===== src/rtl/cpu_pkg.sv =====
// Shared definitions for the CPU front end.
//   INST_W    : instruction width
//   NOP_INST  : word substituted for an instruction that could not be fetched
//   fetch_state_e : fetch controller state encoding
package cpu_pkg;

    localparam int          INST_W   = 32;
    localparam logic [31:0] NOP_INST = 32'h0000_0013;  // addi x0,x0,0

    typedef enum logic [0:0] {
        IDLE = 1'b0,
        WAIT = 1'b1
    } fetch_state_e;

endpackage


===== src/rtl/fetch_timeout_ctr.sv =====
// Wait-cycle counter for the fetch unit.
//   clk, rst : clock, synchronous active-high reset
//   clr      : load zero (takes priority over en)
//   en       : increment by one
//   expired  : count == LIMIT
module fetch_timeout_ctr #(
    parameter logic [7:0] LIMIT = 8'd15
) (
    input  logic clk,
    input  logic rst,
    input  logic clr,
    input  logic en,
    output logic expired
);

    logic [7:0] count;

    always_ff @(posedge clk) begin
        if (rst)      count <= 8'd0;
        else if (clr) count <= 8'd0;
        else if (en)  count <= count + 8'd1;
    end

    assign expired = (count == LIMIT);

endmodule


===== src/rtl/inst_fetch_unit.sv =====
// Instruction fetch stage in front of the multicycle core.
// Fetches one word from instruction memory over a req/ack handshake and keeps
// the last fetched word in a single-entry buffer, so an immediate refetch of
// the same PC answers in one cycle. Bad addresses and memory timeouts answer
// with NOP_INST and a fault pulse.
//   clk, rst              : clock, synchronous active-high reset
//   fetch_req, fetch_addr : request from the core (byte address), taken in IDLE
//   flush                 : invalidate the buffer
//   inst, inst_valid      : registered response word and its one-cycle strobe
//   fault                 : response is a NOP caused by an error
//   busy                  : memory access outstanding
//   mem_req, mem_addr     : memory request and word address
//   mem_ack, mem_rdata    : memory response
module inst_fetch_unit #(
    parameter int          ADDR_W   = 10,
    parameter int          TIMEOUT  = 16,
    parameter logic [31:0] NOP_INST = cpu_pkg::NOP_INST
) (
    input  logic              clk,
    input  logic              rst,
    input  logic              fetch_req,
    input  logic [31:0]       fetch_addr,
    input  logic              flush,
    output logic [31:0]       inst,
    output logic              inst_valid,
    output logic              fault,
    output logic              busy,
    output logic              mem_req,
    output logic [ADDR_W-1:0] mem_addr,
    input  logic              mem_ack,
    input  logic [31:0]       mem_rdata
);
    import cpu_pkg::*;

    // The counter reads k during the (k+1)-th WAIT cycle, so comparing against
    // TIMEOUT-1 aborts at the end of the TIMEOUT-th cycle: mem_req is high for
    // exactly TIMEOUT cycles.
    localparam logic [7:0] TO_LIMIT = 8'(TIMEOUT - 1);

    fetch_state_e        state_q, state_d;
    logic [INST_W-1:0]   inst_d;
    logic                inst_valid_d, fault_d;
    logic [ADDR_W-1:0]   mem_addr_d;

    // single-entry buffer
    logic                buf_valid_q, buf_valid_d;
    logic [ADDR_W-1:0]   buf_tag_q, buf_tag_d;
    logic [INST_W-1:0]   buf_data_q, buf_data_d;
    // set by a flush seen during WAIT: the response must not be buffered
    logic                nocache_q, nocache_d;

    logic                ctr_clr, ctr_en, expired;
    logic [ADDR_W-1:0]   word_addr;
    logic                bad_addr, hit;

    assign word_addr = fetch_addr[ADDR_W+1:2];
    assign bad_addr  = (fetch_addr[1:0] != 2'b00) || ((fetch_addr >> (ADDR_W + 2)) != 32'd0);
    assign hit       = buf_valid_q && (buf_tag_q == word_addr) && !flush;

    assign mem_req = (state_q == WAIT);
    assign busy    = (state_q == WAIT);

    fetch_timeout_ctr #(.LIMIT(TO_LIMIT)) u_timeout_ctr (
        .clk     (clk),
        .rst     (rst),
        .clr     (ctr_clr),
        .en      (ctr_en),
        .expired (expired)
    );

    always_ff @(posedge clk) begin
        if (rst) begin
            state_q     <= IDLE;
            inst        <= NOP_INST;
            inst_valid  <= 1'b0;
            fault       <= 1'b0;
            mem_addr    <= '0;
            buf_valid_q <= 1'b0;
            buf_tag_q   <= '0;
            buf_data_q  <= '0;
            nocache_q   <= 1'b0;
        end else begin
            state_q     <= state_d;
            inst        <= inst_d;
            inst_valid  <= inst_valid_d;
            fault       <= fault_d;
            mem_addr    <= mem_addr_d;
            buf_valid_q <= buf_valid_d;
            buf_tag_q   <= buf_tag_d;
            buf_data_q  <= buf_data_d;
            nocache_q   <= nocache_d;
        end
    end

    always_comb begin
        state_d      = state_q;
        inst_d       = inst;
        inst_valid_d = 1'b0;
        fault_d      = 1'b0;
        mem_addr_d   = mem_addr;
        buf_valid_d  = buf_valid_q;
        buf_tag_d    = buf_tag_q;
        buf_data_d   = buf_data_q;
        nocache_d    = nocache_q;
        ctr_clr      = 1'b0;
        ctr_en       = 1'b0;

        case (state_q)
            IDLE: begin
                // A request in the response cycle is dropped: the core has not
                // yet seen the previous answer.
                if (fetch_req && !inst_valid) begin
                    if (bad_addr) begin
                        inst_d       = NOP_INST;
                        inst_valid_d = 1'b1;
                        fault_d      = 1'b1;
                    end else if (hit) begin
                        inst_d       = buf_data_q;
                        inst_valid_d = 1'b1;
                    end else begin
                        mem_addr_d = word_addr;
                        ctr_clr    = 1'b1;
                        nocache_d  = 1'b0;
                        state_d    = WAIT;
                    end
                end
            end
            WAIT: begin
                ctr_en = 1'b1;
                if (flush) nocache_d = 1'b1;
                // ack wins over a simultaneous timeout
                if (mem_ack) begin
                    inst_d       = mem_rdata;
                    inst_valid_d = 1'b1;
                    state_d      = IDLE;
                    if (!(nocache_q || flush)) begin
                        buf_valid_d = 1'b1;
                        buf_tag_d   = mem_addr;
                        buf_data_d  = mem_rdata;
                    end
                end else if (expired) begin
                    inst_d       = NOP_INST;
                    inst_valid_d = 1'b1;
                    fault_d      = 1'b1;
                    state_d      = IDLE;
                end
            end
            default: state_d = IDLE;
        endcase

        // no buffer load above happens with flush high, so this is safe last
        if (flush) buf_valid_d = 1'b0;
    end

endmodule


===== config.mk =====
export PLATFORM = sky130hd
export DESIGN_NAME = inst_fetch_unit
export DESIGN_NICKNAME = d
export VERILOG_FILES = /design/src/rtl/cpu_pkg.sv /design/src/rtl/fetch_timeout_ctr.sv /design/src/rtl/inst_fetch_unit.sv
export SDC_FILE = /design/constraint.sdc
export NUM_CORES = 1
export LEC_CHECK = 0
export ABC_AREA = 1
export CORE_MARGIN = 5
export CORE_UTILIZATION = 49
export CTS_CLUSTER_DIAMETER = 150
export DETAILED_ROUTE_END_ITERATION = 6
export PLACE_DENSITY_LB_ADDON = 0.05
export SLEW_MARGIN = 20
export SYNTH_ARGS = -nofsm -noshare
export SYNTH_HDL_FRONTEND = slang
export SYNTH_SLANG_ARGS = --single-unit

===== constraint.sdc =====
create_clock -name clk -period 1.9 [get_ports clk]
set_input_delay 0.38 -clock clk [delete_from_list [all_inputs] [get_ports clk]]
set_output_delay 0.38 -clock clk [all_outputs]
set_load 0.005 [all_outputs]

==> key figures <==
CTS
  – Clk root buf: clkbuf_8
  – H-tree depth: 3
  – Clock sink total: 97
  – Deepest clock path buffer count: 2
  – Clk slew on worst S/H paths: 0.09 ns
  – TritonCTS clock tree: done
  – Inserted Clock Buffers: 9
  – Clock Latency Late Sink: 0.36 ns

Worst setup path
  – WP data required: 1.52 ns
  – Kind of start point of the critical path: flip-flop
  – Crit path DAT: 1.37 ns
  – Buffers & Inverters on Critical Path: 1
  – CP max stage delay: 0.55 ns
  – Slowest cell on crit path: clkdlybuf4s50_1
  – Delay-heaviest family, CP: buffers and inverters
  – Crit end category: output pin
  – Critical path, cell by cell: clkdlybuf4s50_1
  – Setup Crit Path Kind: flip-flop to output pin
  – Crit-path max FO: 11

Synth
  – Cell taking the most area after synthesis: dfxtp_1
  – Post-Syn Area: 4324 sq um
  – Sequential area share after synthesis: 44.91%
  – Area share of the leading cell type in the synthesized netlist: 44.91%
  – Synth Flop Type: dfxtp_1
  – Mapped Cells: 632
  – Most common cell in the netlist: nand2_1
  – Flops & latches, synth: 97
  – Async SR Flop Fraction: 0%
  – Area contributors post-synth: dfxtp_1 (45%), nand2_1 (16%), nor2_1 (11%)
  – Avg Cell Area, Syn: 6.842 sq um
  – Number of synthesized flops with an enable pin: 0
  – Most frequent cells after synthesis: nand2_1 (180), nor2_1 (127), dfxtp_1 (97)
  – Post-synth cell types: 26
  – YS warnings: 0
  – Syn_nets: 702

Timing
  – Clock Skew: 0.008839 ns
  – Final Hold Vio Count: 0
  – Fin crit share: 92.06%
  – FMAX: 571.7 MHz
  – Max_slew headroom: 75.67%
  – Hold Slack: 0.4585 ns
  – Final Setup Violations: 0
  – Actual slew at the worst max-slew pin: 0.3650 ns
  – Fin crit period: 1.749 ns
  – Final Max Slew Viols: 0

Routing
  – Routed WL per cell: 13.71 um
  – Vias: 4392
  – TritonRoute pass-1 iters: 5
  – Iteration-0 DRC Markers: 142
  – Via/cell ratio: 5.107
  – Drt total wl: 11790 um
  – Antenna viol nets, final: 0
  – DRC Markers: 0

Floorplanning
  – Core area: 8678 sq um
  – Die ar.: 10800 sq um
  – Rows: 34
  – Ports: 115
  – Die Ht: 103.9 um
  – Initial Util: 49.83%
  – Die W: 103.9 um

Power and ir drop
  – Switching pwr: 0.0009542 W
  – Clock share of power: 38.3%
  – Sequential Power Share: 49.9%
  – Total power: 0.004208 W
  – Internal: 0.003254 W
  – Max VDD drop: 0.4237 mV
  – Switching part of the total: 22.68%
  – Power Density: 702.5 nW/um^2
  – P_leak: 2.504 nW
  – Comb pwr share: 11.9%

Placed design
  – Dpl hpwl: 8096 um
  – Cell count after placement: 843
  – Final GP Congestion: 0.8341
  – Area after DPL: 5705 sq um
  – Buffers on Ports: 114

Global route
  – Gr busiest metal: met2
  – GRT Total Usage: 21.27%
  – GRT Residual Overflow: 0
  – Largest net degree at the start of global routing: 40
  – GRT met2 Usage: 38.16%
  – Met1 GRT Util: 25.28%
  – First-pass GRT wire length: 19660 um
  – Met3 Use GR: 3.538%
  – Vias in the first global route: 4369
  – Initial antenna violation count: 0

Layout
  – Area growth from synthesis to layout: 38.51%
  – Fin area: 5989 sq um
  – Layout cells sized above 1: 7.048%
  – Final Util: 69.02%
  – Ant diodes: 0
  – Non-Filler Instances: 860
  – Fill cells: 787
  – Fin nets: 817

Worst hold path
  – HP Class: flip-flop to flip-flop

Run status
  – Status: finished, final reports clean

Run
  – Reported max-cap violation count: 0
[through the flow]
| stage | worst slack, ns | TNS [ns] |
|---|---|---|
| after CTS | 0.1233 | 0 |
| after floorplan | 0.3773 | 0 |
| after detailed placement | -0.2527 | -10.22 |
| final | 0.1509 | 0 |
| after global routing | -0.0007983 | -0.0007983 |
| after global placement | -0.2184 | -8.815 |
[final cells by class]
| cell class | instances | area [sq um] | share of cell area, % |
|---|---|---|---|
| Clock buffer | 10 | 127.6 | 2.131 |
| Timing Repair Buffer | 141 | 1436 | 23.98 |
| Clock inverter | 6 | 115.1 | 1.922 |
| Inverter | 28 | 105.1 | 1.755 |
| Tap cell | 108 | 135.1 | 2.256 |
| Sequential cell | 97 | 1943 | 32.44 |
| Multi-Input combinational cell | 470 | 2127 | 35.51 |
[metal layers]
| layer | vias to the layer above | wire (um) | part of all wire [%] |
|---|---|---|---|
| li1 | 2238 | - | - |
| met1 | 2024 | 5200 | 44 |
| met2 | 117 | 5816 | 49 |
| met3 | 13 | 592 | 5.0 |
| met4 | 0 | 184 | 1.6 |
| met5 | - | 0 | 0 |
[path summary, 6_finish.rpt]
| kind | from | to | slack (ns) | cells after the start |
|---|---|---|---|---|
| worst max-delay path | busy$_SDFF_PP0_ | busy | 0.15 | 1 |
| worst min-delay path | buf_data_q[28]$_SDFFE_PP0P_ | buf_data_q[28]$_SDFFE_PP0P_ | 0.46 | 2 |
| worst max register to register | u_timeout_ctr.count[1]$_SDFFE_PP0P_ | inst[30]$_SDFFE_PP0P_ | 0.23 | 10 |
| worst min register to register | buf_data_q[28]$_SDFFE_PP0P_ | buf_data_q[28]$_SDFFE_PP0P_ | 0.46 | 2 |
[what timing repair did]
action / CTS / global route
setup endpoints to repair: 2 / 8
cloned: 0 / 1
gates resized for setup: 1 / 4
hold buffers: 0 / 0
buffers inserted: 0 / 0
[cells by family (layout without fill, tap and decap cells)]
kind of cell             after synthesis  in the layout  synth area share, %
AO/OA/AOI/OAI                         76             76                9.317
XOR/XNOR                               7              7                1.418
adder cells (fa/ha/maj)                1              1               0.2893
buffers and inverters                 65            185                6.308
flip-flops                            97             97                44.91
AND/OR/NAND/NOR                      386            386                37.76
[cell usage in the layout, fill, tap and decap left out, types with 4 or more instances in the layout]
cell / n
nor2_1: 127
a21oi_1: 39
nor3_1: 4
dfxtp_1: 96
nand2_1: 177
clkbuf_8: 9
buf_4: 20
buf_12: 6
inv_1: 26
o21ai_0: 31
xnor2_1: 4
nand3_1: 40
nand3b_1: 27
clkdlybuf4s50_1: 114
[power groups by stage]
stage          Combinational [W]  Sequential [W]  Clock [W]
3_5_place_dp            0.000488         0.00214          0
6_report                0.000500         0.00210    0.00161
2_1_floorplan           0.000179         0.00215          0
4_1_cts                 0.000490         0.00210    0.00164
5_1_grt                 0.000549         0.00210    0.00172
3_3_place_gp            0.000481         0.00214          0
[registers in the layout, summed over array words and instances (netlist names)]
register             cells
inst                    32
inst_valid               1
fault                    1
buf_tag_q               10
mem_addr                10
u_timeout_ctr.count      8
buf_valid_q              1
busy                     1
buf_data_q              32
nocache_q                1
Note: power is estimated with default switching activity, not from simulation.
